==> config.mk <==
export PLATFORM = sky130hd
export DESIGN_NAME = axicb_slv_if
export DESIGN_NICKNAME = d
export VERILOG_FILES = /design/src/rtl/axicb_slv_if.sv
export SDC_FILE = /design/constraint.sdc
export NUM_CORES = 1
export LEC_CHECK = 0
export ABC_AREA = 1
export CORE_ASPECT_RATIO = 0.5
export CORE_MARGIN = 5
export CORE_UTILIZATION = 47
export DETAILED_ROUTE_END_ITERATION = 7
export MAX_ROUTING_LAYER = met4
export PLACE_DENSITY = 0.79
export SYNTH_ARGS = -nofsm -noshare
export SYNTH_HDL_FRONTEND = slang
export SYNTH_SLANG_ARGS = --single-unit
==> constraint.sdc <==
create_clock -name aclk -period 2.33 [get_ports aclk]
set_input_delay 0.3495 -clock aclk [delete_from_list [all_inputs] [get_ports aclk]]
set_output_delay 0.3495 -clock aclk [all_outputs]
set_load 0.03 [all_outputs]
==> src/rtl/axicb_slv_if.sv <==
// Slave-side crossbar interface: unpacks switch channels onto a native AXI slave port,
// packs B/R back toward the switch, and throttles addresses by outstanding-request count.

module axicb_skid #(
  parameter int W = 8
) (
  input  logic         aclk,
  input  logic         srst,
  input  logic         in_valid,
  output logic         in_ready,
  input  logic [W-1:0] in_data,
  output logic         out_valid,
  input  logic         out_ready,
  output logic [W-1:0] out_data
);

  logic [W-1:0] mem [2];
  logic         wptr, rptr;
  logic [1:0]   cnt, cnt_nxt;
  logic         push, pop;

  assign push = in_valid && in_ready;
  assign pop  = out_valid && out_ready;

  always_comb begin
    cnt_nxt = cnt;
    case ({push, pop})
      2'b10:   cnt_nxt = cnt + 2'd1;
      2'b01:   cnt_nxt = cnt - 2'd1;
      default: cnt_nxt = cnt;
    endcase
  end

  // Both flags come from next occupancy so they are plain flops with no comb path.
  always_ff @(posedge aclk) begin
    if (srst) begin
      cnt       <= 2'd0;
      wptr      <= 1'b0;
      rptr      <= 1'b0;
      in_ready  <= 1'b0;
      out_valid <= 1'b0;
    end else begin
      cnt       <= cnt_nxt;
      in_ready  <= (cnt_nxt != 2'd2);
      out_valid <= (cnt_nxt != 2'd0);
      if (push) wptr <= ~wptr;
      if (pop)  rptr <= ~rptr;
    end
  end

  always_ff @(posedge aclk) begin
    if (push) mem[wptr] <= in_data;
  end

  assign out_data = mem[rptr];

endmodule

module axicb_achan #(
  parameter int ADDR_W = 8,
  parameter int ID_W   = 8,
  parameter int DATA_W = 8,
  parameter int MODE   = 0,
  parameter int CH_W   = 19
) (
  input  logic [CH_W-1:0]   ch,
  output logic [ADDR_W-1:0] addr,
  output logic [ID_W-1:0]   id,
  output logic [7:0]        len,
  output logic [2:0]        size,
  output logic [1:0]        burst,
  output logic [1:0]        lock,
  output logic [3:0]        cache,
  output logic [3:0]        qos,
  output logic [3:0]        region,
  output logic [2:0]        prot
);

  localparam logic [2:0] SIZE_DEF = 3'($clog2(DATA_W/8));
  localparam int A = ADDR_W;

  assign addr = ch[0 +: ADDR_W];

  generate
    if (MODE == 0) begin : g_lite
      assign prot   = ch[A +: 3];
      assign id     = ch[A+3 +: ID_W];
      assign len    = 8'd0;
      assign size   = SIZE_DEF;
      assign burst  = 2'b01;
      assign lock   = 2'd0;
      assign cache  = 4'd0;
      assign qos    = 4'd0;
      assign region = 4'd0;
    end else if (MODE == 1) begin : g_len
      assign len    = ch[A +: 8];
      assign prot   = ch[A+8 +: 3];
      assign id     = ch[A+11 +: ID_W];
      assign size   = SIZE_DEF;
      assign burst  = 2'b01;
      assign lock   = 2'd0;
      assign cache  = 4'd0;
      assign qos    = 4'd0;
      assign region = 4'd0;
    end else begin : g_full
      assign len    = ch[A +: 8];
      assign size   = ch[A+8 +: 3];
      assign burst  = ch[A+11 +: 2];
      assign lock   = ch[A+13 +: 2];
      assign cache  = ch[A+15 +: 4];
      assign prot   = ch[A+19 +: 3];
      assign qos    = ch[A+22 +: 4];
      assign region = ch[A+26 +: 4];
      assign id     = ch[A+30 +: ID_W];
    end
  endgenerate

endmodule

module axicb_slv_if #(
  parameter int AXI_ADDR_W      = 8,
  parameter int AXI_ID_W        = 8,
  parameter int AXI_DATA_W      = 8,
  parameter int AXI_SIGNALING   = 0,
  parameter int SLV_OSTDREQ_NUM = 4,
  parameter int AWCH_W = (AXI_SIGNALING == 0) ? AXI_ID_W + 3 + AXI_ADDR_W :
                         (AXI_SIGNALING == 1) ? AXI_ID_W + 11 + AXI_ADDR_W :
                                                AXI_ID_W + 30 + AXI_ADDR_W,
  parameter int ARCH_W = AWCH_W,
  parameter int WCH_W  = AXI_DATA_W/8 + AXI_DATA_W,
  parameter int BCH_W  = 2 + AXI_ID_W,
  parameter int RCH_W  = 2 + AXI_DATA_W + AXI_ID_W,
  localparam int CNT_W = $clog2(SLV_OSTDREQ_NUM+1)
) (
  input  logic                    aclk,
  input  logic                    srst,
  input  logic                    i_awvalid,
  output logic                    i_awready,
  input  logic [AWCH_W-1:0]       i_awch,
  input  logic                    i_wvalid,
  output logic                    i_wready,
  input  logic                    i_wlast,
  input  logic [WCH_W-1:0]        i_wch,
  output logic                    i_bvalid,
  input  logic                    i_bready,
  output logic [BCH_W-1:0]        i_bch,
  input  logic                    i_arvalid,
  output logic                    i_arready,
  input  logic [ARCH_W-1:0]       i_arch,
  output logic                    i_rvalid,
  input  logic                    i_rready,
  output logic                    i_rlast,
  output logic [RCH_W-1:0]        i_rch,
  output logic                    o_awvalid,
  input  logic                    o_awready,
  output logic [AXI_ADDR_W-1:0]   o_awaddr,
  output logic [AXI_ID_W-1:0]     o_awid,
  output logic [7:0]              o_awlen,
  output logic [2:0]              o_awsize,
  output logic [1:0]              o_awburst,
  output logic [1:0]              o_awlock,
  output logic [3:0]              o_awcache,
  output logic [3:0]              o_awqos,
  output logic [3:0]              o_awregion,
  output logic [2:0]              o_awprot,
  output logic                    o_wvalid,
  input  logic                    o_wready,
  output logic                    o_wlast,
  output logic [AXI_DATA_W-1:0]   o_wdata,
  output logic [AXI_DATA_W/8-1:0] o_wstrb,
  input  logic                    o_bvalid,
  output logic                    o_bready,
  input  logic [AXI_ID_W-1:0]     o_bid,
  input  logic [1:0]              o_bresp,
  output logic                    o_arvalid,
  input  logic                    o_arready,
  output logic [AXI_ADDR_W-1:0]   o_araddr,
  output logic [AXI_ID_W-1:0]     o_arid,
  output logic [7:0]              o_arlen,
  output logic [2:0]              o_arsize,
  output logic [1:0]              o_arburst,
  output logic [1:0]              o_arlock,
  output logic [3:0]              o_arcache,
  output logic [3:0]              o_arqos,
  output logic [3:0]              o_arregion,
  output logic [2:0]              o_arprot,
  input  logic                    o_rvalid,
  output logic                    o_rready,
  input  logic [AXI_ID_W-1:0]     o_rid,
  input  logic [1:0]              o_rresp,
  input  logic [AXI_DATA_W-1:0]   o_rdata,
  input  logic                    o_rlast,
  output logic [CNT_W-1:0]        wr_ostd,
  output logic [CNT_W-1:0]        rd_ostd,
  output logic                    err
);

  localparam logic [CNT_W-1:0] OSTD_MAX = CNT_W'(SLV_OSTDREQ_NUM);

  logic              wr_ok, rd_ok;
  logic              aw_rdy, ar_rdy;
  logic [AWCH_W-1:0] aw_q;
  logic [ARCH_W-1:0] ar_q;
  logic              wr_inc, wr_dec, rd_inc, rd_dec;
  logic              b_orphan, r_orphan;

  assign wr_ok     = (wr_ostd < OSTD_MAX);
  assign rd_ok     = (rd_ostd < OSTD_MAX);
  assign i_awready = aw_rdy && wr_ok;
  assign i_arready = ar_rdy && rd_ok;

  axicb_skid #(.W(AWCH_W)) u_aw (
    .aclk(aclk), .srst(srst),
    .in_valid(i_awvalid && wr_ok), .in_ready(aw_rdy), .in_data(i_awch),
    .out_valid(o_awvalid), .out_ready(o_awready), .out_data(aw_q)
  );

  axicb_skid #(.W(WCH_W+1)) u_w (
    .aclk(aclk), .srst(srst),
    .in_valid(i_wvalid), .in_ready(i_wready), .in_data({i_wlast, i_wch}),
    .out_valid(o_wvalid), .out_ready(o_wready), .out_data({o_wlast, o_wstrb, o_wdata})
  );

  axicb_skid #(.W(BCH_W)) u_b (
    .aclk(aclk), .srst(srst),
    .in_valid(o_bvalid), .in_ready(o_bready), .in_data({o_bresp, o_bid}),
    .out_valid(i_bvalid), .out_ready(i_bready), .out_data(i_bch)
  );

  axicb_skid #(.W(ARCH_W)) u_ar (
    .aclk(aclk), .srst(srst),
    .in_valid(i_arvalid && rd_ok), .in_ready(ar_rdy), .in_data(i_arch),
    .out_valid(o_arvalid), .out_ready(o_arready), .out_data(ar_q)
  );

  axicb_skid #(.W(RCH_W+1)) u_r (
    .aclk(aclk), .srst(srst),
    .in_valid(o_rvalid), .in_ready(o_rready), .in_data({o_rlast, o_rresp, o_rdata, o_rid}),
    .out_valid(i_rvalid), .out_ready(i_rready), .out_data({i_rlast, i_rch})
  );

  axicb_achan #(.ADDR_W(AXI_ADDR_W), .ID_W(AXI_ID_W), .DATA_W(AXI_DATA_W),
                .MODE(AXI_SIGNALING), .CH_W(AWCH_W)) u_aw_unpack (
    .ch(aw_q), .addr(o_awaddr), .id(o_awid), .len(o_awlen), .size(o_awsize),
    .burst(o_awburst), .lock(o_awlock), .cache(o_awcache), .qos(o_awqos),
    .region(o_awregion), .prot(o_awprot)
  );

  axicb_achan #(.ADDR_W(AXI_ADDR_W), .ID_W(AXI_ID_W), .DATA_W(AXI_DATA_W),
                .MODE(AXI_SIGNALING), .CH_W(ARCH_W)) u_ar_unpack (
    .ch(ar_q), .addr(o_araddr), .id(o_arid), .len(o_arlen), .size(o_arsize),
    .burst(o_arburst), .lock(o_arlock), .cache(o_arcache), .qos(o_arqos),
    .region(o_arregion), .prot(o_arprot)
  );

  // A stray response still flows to the switch; the counter just refuses to go below 0.
  assign wr_inc = i_awvalid && i_awready;
  assign wr_dec = i_bvalid && i_bready && (wr_ostd != '0);
  assign rd_inc = i_arvalid && i_arready;
  assign rd_dec = i_rvalid && i_rready && i_rlast && (rd_ostd != '0);

  assign b_orphan = o_bvalid && o_bready && (wr_ostd == '0);
  assign r_orphan = o_rvalid && o_rready && o_rlast && (rd_ostd == '0);

  always_ff @(posedge aclk) begin
    if (srst) begin
      wr_ostd <= '0;
      rd_ostd <= '0;
      err     <= 1'b0;
    end else begin
      case ({wr_inc, wr_dec})
        2'b10:   wr_ostd <= wr_ostd + 1'b1;
        2'b01:   wr_ostd <= wr_ostd - 1'b1;
        default: wr_ostd <= wr_ostd;
      endcase
      case ({rd_inc, rd_dec})
        2'b10:   rd_ostd <= rd_ostd + 1'b1;
        2'b01:   rd_ostd <= rd_ostd - 1'b1;
        default: rd_ostd <= rd_ostd;
      endcase
      if (b_orphan || r_orphan) err <= 1'b1;
    end
  end

endmodule

# After elaboration in Yosys (flattened, before gate mapping)
# Memories as Yosys holds them, arrays and structs flattened. A register that Yosys moved wholly into a read port is not among the register bits.
# Cells that the tools add are included.
[op_classes] n_bitwise=10 muxes=27 eq_ne=19 n_lt_le_gt_ge=2 n_addsub=14 reduce_logical=34
[ops] cell="$logic_and 1x1->1" count=22
[ops] cell="$mux 1" count=20
[ops] cell="$pmux 2 s2" count=5
[ops] cell="$eq 2x1->1 const B" count=7
[ops] cell="$eq 2x2->1 const B" count=7
[ops] cell="$reduce_bool 2->1" count=7
[ops] cell="$pmux 3 s2" count=2
[ops] cell="$add 2x1->2 const B" count=5
[ops] cell="$ne 2x2->1 const B" count=5
[ops] cell="$not 1->1" count=10
[ops] cell="$sub 2x1->2 const B" count=5
[ops] cell="$add 3x1->3 const B" count=2
[ops] cell="$logic_not 3->1" count=2
[ops] cell="$lt 3x3->1 const B" count=2
[ops] cell="$reduce_bool 3->1" count=2
[ops] cell="$sub 3x1->3 const B" count=2
[ops] cell="$logic_or 1x1->1" count=1
[word_totals] mem_count=5 word_cells=139 ram_bits=154 register_bits=37 out_inout_bits=148
[memory_table] name="u_ar.mem" depth=2 word_bits=19 read_ports=1 rd_clocked_by_memory_dff=1 wr=1 line="17" rtl="logic [W-1:0] mem [2];"
[memory_table] name="u_aw.mem" depth=2 word_bits=19 read_ports=1 rd_clocked_by_memory_dff=1 wr=1 line="17"
[memory_table] name="u_r.mem" depth=2 word_bits=19 read_ports=1 rd_clocked_by_memory_dff=1 wr=1 line="17"
[memory_table] name="u_b.mem" depth=2 word_bits=10 read_ports=1 rd_clocked_by_memory_dff=1 wr=1 line="17"
[memory_table] name="u_w.mem" depth=2 word_bits=10 read_ports=1 rd_clocked_by_memory_dff=1 wr=1 line="17"

# Longest topological paths before layout
# Gate-level depths: netlist (run 1).
[depth] ltp_word=6 ltp_mapped=13 depth_no_buf=13

# Cells and area by module
# From an unflattened synthesis (run 1), not the netlist that was laid out.
[hier_totals] hier_cells=596 hier_area_um2=8404.3
[by_module_without_submodules] mod="axicb_skid (u_ar ...)" area_per_inst_um2=1706.6 n_inst=3 cells_each=97
[by_module_without_submodules] mod="axicb_skid (u_b ...)" area_per_inst_um2=1054.8 n_inst=2 cells_each=69
[by_module_without_submodules] mod="axicb_achan" area_per_inst_um2=352.8 n_inst=2 cells_each=48
[by_module_without_submodules] mod="axicb_slv_if" area_per_inst_um2=469.2 n_inst=1 cells_each=71

# Worst setup path after synthesis (run 1)
# No wires, ideal clock.
[synth_timing] path_type="register to register" startpoint="reg rd_ostd[2]" endpoint="mem u_ar.mem[0][0] (netlist bit), enable pin" period_less_slack_ps=2215 path_slack_ps=115 path_stages_with_launch=4 required_time_ps=1935 arrival_ps=1821 path_buffers=0 path_cell_list="dfxtp_1 -> nor2_2 -> nand2_1 -> nor2_1"
[synth_via] elab_chain_len=5
[synth_rtl] element="start, declared" line="194" rtl="output logic [CNT_W-1:0] rd_ostd,"
[synth_rtl] element="start signal, assigned" line="277" rtl="2'b10: rd_ostd <= rd_ostd + 1'b1;"
[synth_rtl] element="start signal, assigned" line="278" rtl="2'b01: rd_ostd <= rd_ostd - 1'b1;"
[synth_rtl] element="start signal, assigned" line="279" rtl="default: rd_ostd <= rd_ostd;"
[synth_rtl] element="$lt 3x3->1" line="208" rtl="assign rd_ok = (rd_ostd < OSTD_MAX);"
[synth_rtl] element="$logic_and 1x1->1" line="232" rtl=".in_valid(i_arvalid && rd_ok), .in_ready(ar_rdy), .in_data(i_arch),"
[synth_rtl] element="$logic_and 1x1->1" line="22" rtl="assign push = in_valid && in_ready;"
[synth_rtl] element="$mux 1" line="52" rtl="if (push) mem[wptr] <= in_data;"
[synth_rtl] element="$mux 1 (not written as such)" line="52"
[synth_rtl] element="end, declared" line="17"
# Every way passes these cells.

==> summary.txt, run 1 <==
Timing
  • Setup TNS: 0 ns
  • Layout Skew: 0.01291 ns
  • Fmax: roughly 0.44 GHz
  • Final hold violations: 0
  • Max Transition Viols Final: 0
  • Final Cycle Share: 0.9713
  • Final Critical Period: between 2 and 2.5 ns
  • RSZ-0062 raised after global routing: false
  • Final setup violation count: 0

Critical path
  • Worst reg2reg path depth: 11
  • R2r setup slk: between 0.3 and 0.4 ns
  • Delay of the slowest critical-path stage: about 0.60 ns
  • Setup crit end: o_araddr[7]
  • Startpoint types: flip-flop
  • WP data arrival: about 1.9 ns
  • Crit. End Element: output port
  • Reg-to-reg endpoint: rd_ostd[2]
  • Data required time of the critical path: around 2.0 ns
  • CP cell instances: buf_12 -> mux2_2 -> clkdlybuf4s50_1
  • Worst-path fanout max: 19
  • WS Path Type: flip-flop to output port
  • Crit-path slowest cell: clkdlybuf4s50_1

Yosys
  • Post-synthesis register bit count: between 150 and 200
  • Ys async rst share: 0
  • Synthesized cell area: 0.007910 mm2
  • Sequential area share after synthesis: 0.6909
  • Top-area cell type share of the netlist area: 0.5846
  • EDFF count, synth: 154
  • Largest cells by area after synthesis: edfxtp_1 58%, dfxtp_1 11%, mux2_2 8.0%
  • Syn Area/Cell: ~14 um2
  • Synthesis Warnings: 0
  • Top FF cell, synth: edfxtp_1
  • Synth cell types: 24
  • Cell taking the most area after synthesis: edfxtp_1
  • Synth Instances: 552

GRT
  • All-layer global routing usage: 0.1639
  • Vias in the first global route: ~5k
  • First-pass GRT wire length: between 20 and 25 mm
  • GRT overflow: 0
  • Initial antenna violation count: 0
  • Largest net degree at the start of global routing: 24

Placed design
  • Placed Cells incl. Taps: 962
  • RePlAce Congestion: 0.7210
  • Detail Placement HPWL: around 11 mm
  • Port bufs: 182

Power and ir drop
  • P per Cell Area: around 1100 mW/mm2
  • Static leakage: around 4 nW
  • Clk pwr share: 0.245
  • Internal power: approximately 7.6 mW
  • Net Switching: 3.872 mW
  • Comb power frac: 0.342
  • VDD IR max: 0.0006310 V
  • Switching fraction of total power: 0.3363
  • Sequential fraction of design power: 0.413

Layout
  • Layout cells sized above 1: 0.1695
  • Fin cells: ~990
  • ANT cells: 0
  • Final #Nets: 852
  • Layout Area Growth over Synthesis: 31.40%

Job
  • Max cap viols: 0

Floorplanning
  • I/O pin count: between 200 and 250
  • Die Ht: 101.7 um
  • Initial Util: 0.4813
  • Rows: 33
  • DIE WIDTH: a little under 200 um
  • Core Footprint: approximately 0.016 mm2
  • Die area: 0.01968 mm2

Clock tree
  • Root Driver: clkbuf_16
  • Post-CTS Setup Bufs: 0
  • Clk Latency, worst-skew pair: about 0.42 ns
  • Clock Path Buffers: 2
  • CTS sink cnt: ~200
  • CTS tree: built
  • Worst-path clk slew: approximately 0.060 ns
  • Clock buffer count from CTS: 17
  • H-Tree Depth: 4

Status
  • Outcome: complete, no violations

Drt
  • Post-DRT Antenna Nets: 0
  • Via count: between 4k and 5k
  • Drt wl/cell: roughly 16 um
  • Iter 0 DRT Violations: between 100 and 150
  • Via-to-Cell Ratio: roughly 4.6
  • Final WL: about 16 mm
  • Pre-antenna DRT Iters: 6
  • DRC Markers: 0

Min path
  • Hold crit path type: flip-flop to flip-flop
## worst max-delay path, delay by kind of cell, from the launching register on
family                 cells  cell delay, ns
muxes                      1            0.37
DFF                        1            0.35
buffers and inverters      2            0.79
## flip-flops by register name (all words and copies together) (netlist names), 2 cells and up, named ones only
signal / flops
u_b.cnt: 2
u_w.cnt: 2
u_ar.mem: 38
u_w.mem: 20
rd_ostd: 3
wr_ostd: 3
u_ar.cnt: 2
u_r.mem: 38
u_r.cnt: 2
u_b.mem: 20
u_aw.mem: 38
u_aw.cnt: 2
## power by group through the flow
stage | Sequential (mW) | Combinational [mW] | Clock (mW)
CTS | 4.76 | 3.99 | 2.88
global placement | 4.78 | 3.91 | 0
detailed placement | 4.82 | 3.99 | 0
finish | 4.75 | 3.94 | 2.82
global route | 4.81 | 4.22 | 3.03
floorplan | 4.91 | 2.47 | 0
## per-layer routing
layer | track usage | up-vias | routed length [um]
met5 | - | - | 0
met4 | 0.06090 | 0 | 289
met3 | 0.02692 | 18 | 662
met2 | 0.3178 | 135 | 9087
met1 | 0.1704 | 2250 | 5964
li1 | - | 2195 | -
## layout by cell type, fill, tap and decap left out
cell / synthesis / layout
clkdlybuf4s50_1: 0 / 169
edfxtp_1: 154 / 154
nand2_1: 64 / 64
inv_1: 59 / 59
mux2_2: 56 / 56
conb_1: 2 / 54
dfxtp_1: 42 / 39
nor2_1: 31 / 29
mux2_4: 20 / 20
clkbuf_16: 0 / 17
buf_4: 55 / 15
nand3_1: 14 / 14
dlygate4sd2_1: 0 / 10
a21oi_1: 8 / 8
ha_1: 7 / 7
xor2_1: 5 / 5
xnor2_1: 5 / 5
nand4_1: 5 / 5
clkinvlp_4: 0 / 5
o21ai_0: 4 / 4
nor2_2: 2 / 4
o21ai_1: 3 / 3
nor3_1: 3 / 3
dfxtp_2: 0 / 3
inv_8: 0 / 3
fa_1: 2 / 2
clkbuf_1: 0 / 2
inv_6: 0 / 2
buf_12: 2 / 2
inv_2: 1 / 1
bufinv_16: 0 / 1
clkinv_1: 0 / 1
clkbuf_8: 0 / 1
## synthesized netlist by cell type, drive strengths merged, types with 7 or more instances
master and number:
inv 60, mux2 76, ha 7, edfxtp 154, a21oi 8, buf 65, o21ai 7, nand3 14
dfxtp 42, nor2 33, nand2 64
## per-stage QoR
step | utilization | cell area [um2] | setup WS (ns) | total power [mW] | hold WS, ns
global placement | 0.5984 | 9833 | 0.2036 | 8.691 | 0.4705
floorplan | - | 8105 | 0.1145 | 7.372 | 0.4219
global route | 0.6325 | 10390 | 0.008828 | 12.05 | 0.4937
finish | 0.6325 | 10390 | 0.06699 | 11.51 | 0.4970
CTS | 0.6325 | 10390 | 0.03831 | 11.63 | 0.4943
detailed placement | 0.5984 | 9833 | 0.1511 | 8.812 | 0.4810
## worst min-delay path by stage
stage                    start               to  slack (ns)  cells past startpoint
finish               u_aw.wptr        u_aw.wptr        0.50                      2
global route        i_awch[13]  u_aw.mem[1][13]        0.49                      1
CTS                  i_arch[2]   u_ar.mem[1][2]        0.49                      1
detailed placement   u_aw.wptr        u_aw.wptr        0.48                      2
global placement     u_aw.wptr        u_aw.wptr        0.47                      2
floorplan                 srst        flip-flop        0.42                      1
## kinds of logic after synthesis
group | share of synthesized area
fa+ha+maj | 0.01613
xor+xnor | 0.01107
simple gates | 0.06137
other cells | 0.0009494
buf+inv | 0.09238
compound gates | 0.009490
flops | 0.6909
mux | 0.1177
## cell type report
cell class,instances,area (um2)
fillers,1235,6040
flip-flops and latches,196,5469
repair buffers,196,1932
multi-input cells,283,1914
clock buffers,20,446.7
well taps,227,284.0
inverters,60,225.2
clock inverters,12,122.6
## repair_timing
action / 4_1_cts / 5_1_grt
gates resized for setup: 13 / 0
setup endpoints to repair: 39 / 0
endpoints found under the hold margin: 0 / 0
hold buffers: 0 / 0
No activity file was read; power rests on OpenSTA's default activity.
==> run 2: changes to the inputs <==
--- a/config.mk
+++ b/config.mk
@@ -12,6 +12,7 @@
 export DETAILED_ROUTE_END_ITERATION = 7
 export MAX_ROUTING_LAYER = met4
 export PLACE_DENSITY = 0.79
+export SETUP_SLACK_MARGIN = 0.4
 export SYNTH_ARGS = -nofsm -noshare
 export SYNTH_HDL_FRONTEND = slang
 export SYNTH_SLANG_ARGS = --single-unit
==> run 2 against run 1 <==
Sequential share of layout area rose by 0.84 points. Via count is 1.5% higher. Die area did not move. Setup slack better by 0.31 ns.
==> summary.txt, run 2 (synthesis gave the netlist of run 1 again) <==
Status
  • Outcome: complete, no violations (unchanged)

Placed design
  • RePlAce Congestion: 0.7210 (unchanged)
  • Port bufs: 182 (unchanged)
  • Detail Placement HPWL: 11.48 mm (unchanged)

Layout
  • Most frequent cells in the layout: 154 x edfxtp_1, 102 x clkdlybuf4s50_1, 63 x nand2_1 (was 169 x clkdlybuf4s50_1, 154 x edfxtp_1, 64 x nand2_1)
  • Final core occ: 0.6240 (was 0.6325)
  • Final #Nets: 862 (was 852)
  • Filler cells: 1264 (was 1235)
  • Layout Area Growth over Synthesis: 29.63% (was 31.40%)
  • Most common cell after layout, fill and taps aside: edfxtp_1 (was clkdlybuf4s50_1)
  • Top flop regs: u_ar.mem x38, u_aw.mem x38, u_r.mem x38 (unchanged)
  • Layout cells sized above 1: 0.2806 (was 0.1695)
  • ANT cells: 0 (unchanged)

Drt
  • Via count: 4665 (was 4598)
  • DRC Markers: 0 (unchanged)
  • Final WL: 16.53 mm (was 16.00 mm)
  • Iter 0 DRT Violations: 156 (was 140)
  • Via-to-Cell Ratio: 4.646 (was 4.626)
  • Drt wl/cell: 16.46 um (was 16.10 um)
  • Pre-antenna DRT Iters: 5 (was 6)
  • Post-DRT Antenna Nets: 0 (unchanged)

GRT
  • Largest net degree at the start of global routing: 24 (unchanged)
  • Vias in the first global route: 4907 (was 4870)
  • First-pass GRT wire length: 25.03 mm (was 24.77 mm)
  • Initial antenna violation count: 0 (unchanged)
  • All-layer global routing usage: 0.1655 (was 0.1639)
  • GRT overflow: 0 (unchanged)

Clock tree
  • Clock Path Buffers: 2 (unchanged)
  • H-Tree Depth: 4 (unchanged)
  • CTS sink cnt: 196 (unchanged)
  • Clk Latency, worst-skew pair: 0.42 ns (about the same)
  • Worst-path clk slew: 0.07 ns (was 0.06 ns)
  • Root Driver: clkbuf_16 (unchanged)
  • CTS tree: built (unchanged)
  • Clock buffer count from CTS: 17 (unchanged)

Floorplanning
  • I/O pin count: 237 (unchanged)
  • DIE WIDTH: 193.5 um (unchanged)
  • Core Footprint: 0.01643 mm2 (unchanged)
  • Die area: 0.01968 mm2 (unchanged)
  • Initial Util: 0.4813 (unchanged)
  • Rows: 33 (unchanged)
  • Die Ht: 101.7 um (unchanged)

Critical path
  • WS Path Type: flip-flop to output port (unchanged)
  • WP data arrival: 1.61 ns (was 1.91 ns)
  • Worst reg2reg path depth: 13 (was 11)
  • Worst-path fanout max: 4 (was 19)
  • Crit. End Element: output port (unchanged)
  • Delay of the slowest critical-path stage: 0.37 ns (was 0.60 ns)
  • CP cell instances: buf_4 -> mux2_2 -> clkdlybuf4s15_1 (was buf_12 -> mux2_2 -> clkdlybuf4s50_1)
  • Crit-path slowest cell: dfxtp_4 (was clkdlybuf4s50_1)
  • R2r setup slk: 0.48 ns (was 0.38 ns)
  • Data required time of the critical path: 1.98 ns (about the same)
  • Setup crit end: i_rch[2] (was o_araddr[7])
  • Startpoint types: flip-flop (unchanged)
  • Reg-to-reg endpoint: rd_ostd[2] (unchanged)

Timing
  • Final setup violation count: 0 (unchanged)
  • Layout Skew: 0.01233 ns (was 0.01291 ns)
  • Max Transition Viols Final: 0 (unchanged)
  • RSZ-0062 raised after global routing: true (was false)
  • Fmax: 0.5108 GHz (was 0.4419 GHz)
  • Final hold violations: 0 (unchanged)
  • Final Cycle Share: 0.8402 (was 0.9713)
  • Final hold slack: 0.4971 ns (was 0.4970 ns)
  • Setup TNS: 0 ns (unchanged)
  • Final Critical Period: 1.958 ns (was 2.263 ns)

Power and ir drop
  • Tot Pwr: 11.38 mW (was 11.51 mW)
  • VDD IR max: 0.0006762 V (was 0.0006310 V)
  • P per Cell Area: 1110 mW/mm2 (was 1108 mW/mm2)
  • Static leakage: 4.144 nW (was 4.050 nW)

Job
  • Max cap viols: 0 (unchanged)

Min path
  • Hold crit path type: flip-flop to flip-flop (unchanged)
==> run 2: cell types whose count changed in the layout (fill, tap and decap cells not counted), moves of 3 or more <==
cell	change
dlygate4sd2_1	-6
clkbuf_2	+20
clkdlybuf4s50_1	-67
clkdlybuf4s15_2	+5
dfxtp_4	+4
buf_2	+44
clkbuf_16	+3
buf_4	+6
==> run 2: worst max-delay path: cells and delay by family (launching register included) <==
kind	cells	cell delay, ns
buf+inv	2	0.48
flops	1	0.37
mux	1	0.34
==> run 2: how the worst min path moves through the flow <==
stage | cells after the start | end | slack (ns) | start
floorplan | 1 | flip-flop | 0.42 | srst
global placement | 2 | u_aw.wptr | 0.47 | u_aw.wptr
detailed placement | 2 | u_aw.wptr | 0.48 | u_aw.wptr
CTS | 1 | u_ar.mem[1][2] | 0.49 | i_arch[2]
global route | 1 | u_aw.mem[1][13] | 0.49 | i_awch[13]
finish | 2 | u_aw.wptr | 0.50 | u_aw.wptr
==> run 2: layout make-up <==
| type | instances | area (um2) | area share |
|---|---|---|---|
| clock buffer | 20 | 446.7 | 0.04356 |
| clock inverter | 12 | 122.6 | 0.01196 |
| inverter | 60 | 225.2 | 0.02196 |
| multi-input combinational | 283 | 1933 | 0.1885 |
| sequential | 196 | 5482 | 0.5346 |
| tap | 227 | 284.0 | 0.02770 |
| timing repair buffer | 206 | 1760 | 0.1717 |
==> run 2: per-layer routing <==
metal  GRT usage  wire length [um]
met1      0.1750              6496
met5           -                 0
met3     0.02725               579
met4     0.06253               325
met2      0.3165              9129
==> run 2: stage by stage <==
stage | cells | instance area, um2 | setup slack, ns
floorplan | 604 | 8105 | 0.1145
global placement | 962 | 9833 | 0.2036
detailed placement | 962 | 9833 | 0.1511
CTS | 998 | 10370 | 0.3544
global route | 1004 | 10250 | 0.3256
finish | 1004 | 10250 | 0.3724
==> run 2: power breakdown <==
| group | switching (mW) | internal (mW) |
|---|---|---|
| combinational | 2.34 | 1.45 |
| sequential | 0.286 | 4.47 |
| clock | 1.30 | 1.53 |
| total | 3.93 | 7.45 |
==> run 2: repair_timing <==
action	in CTS	in global routing
buffers inserted	4	3
gates cloned	0	3
gates resized for setup	227	104
pin swaps	1	1
setup endpoints to repair	78	52
hold buffers	0	0
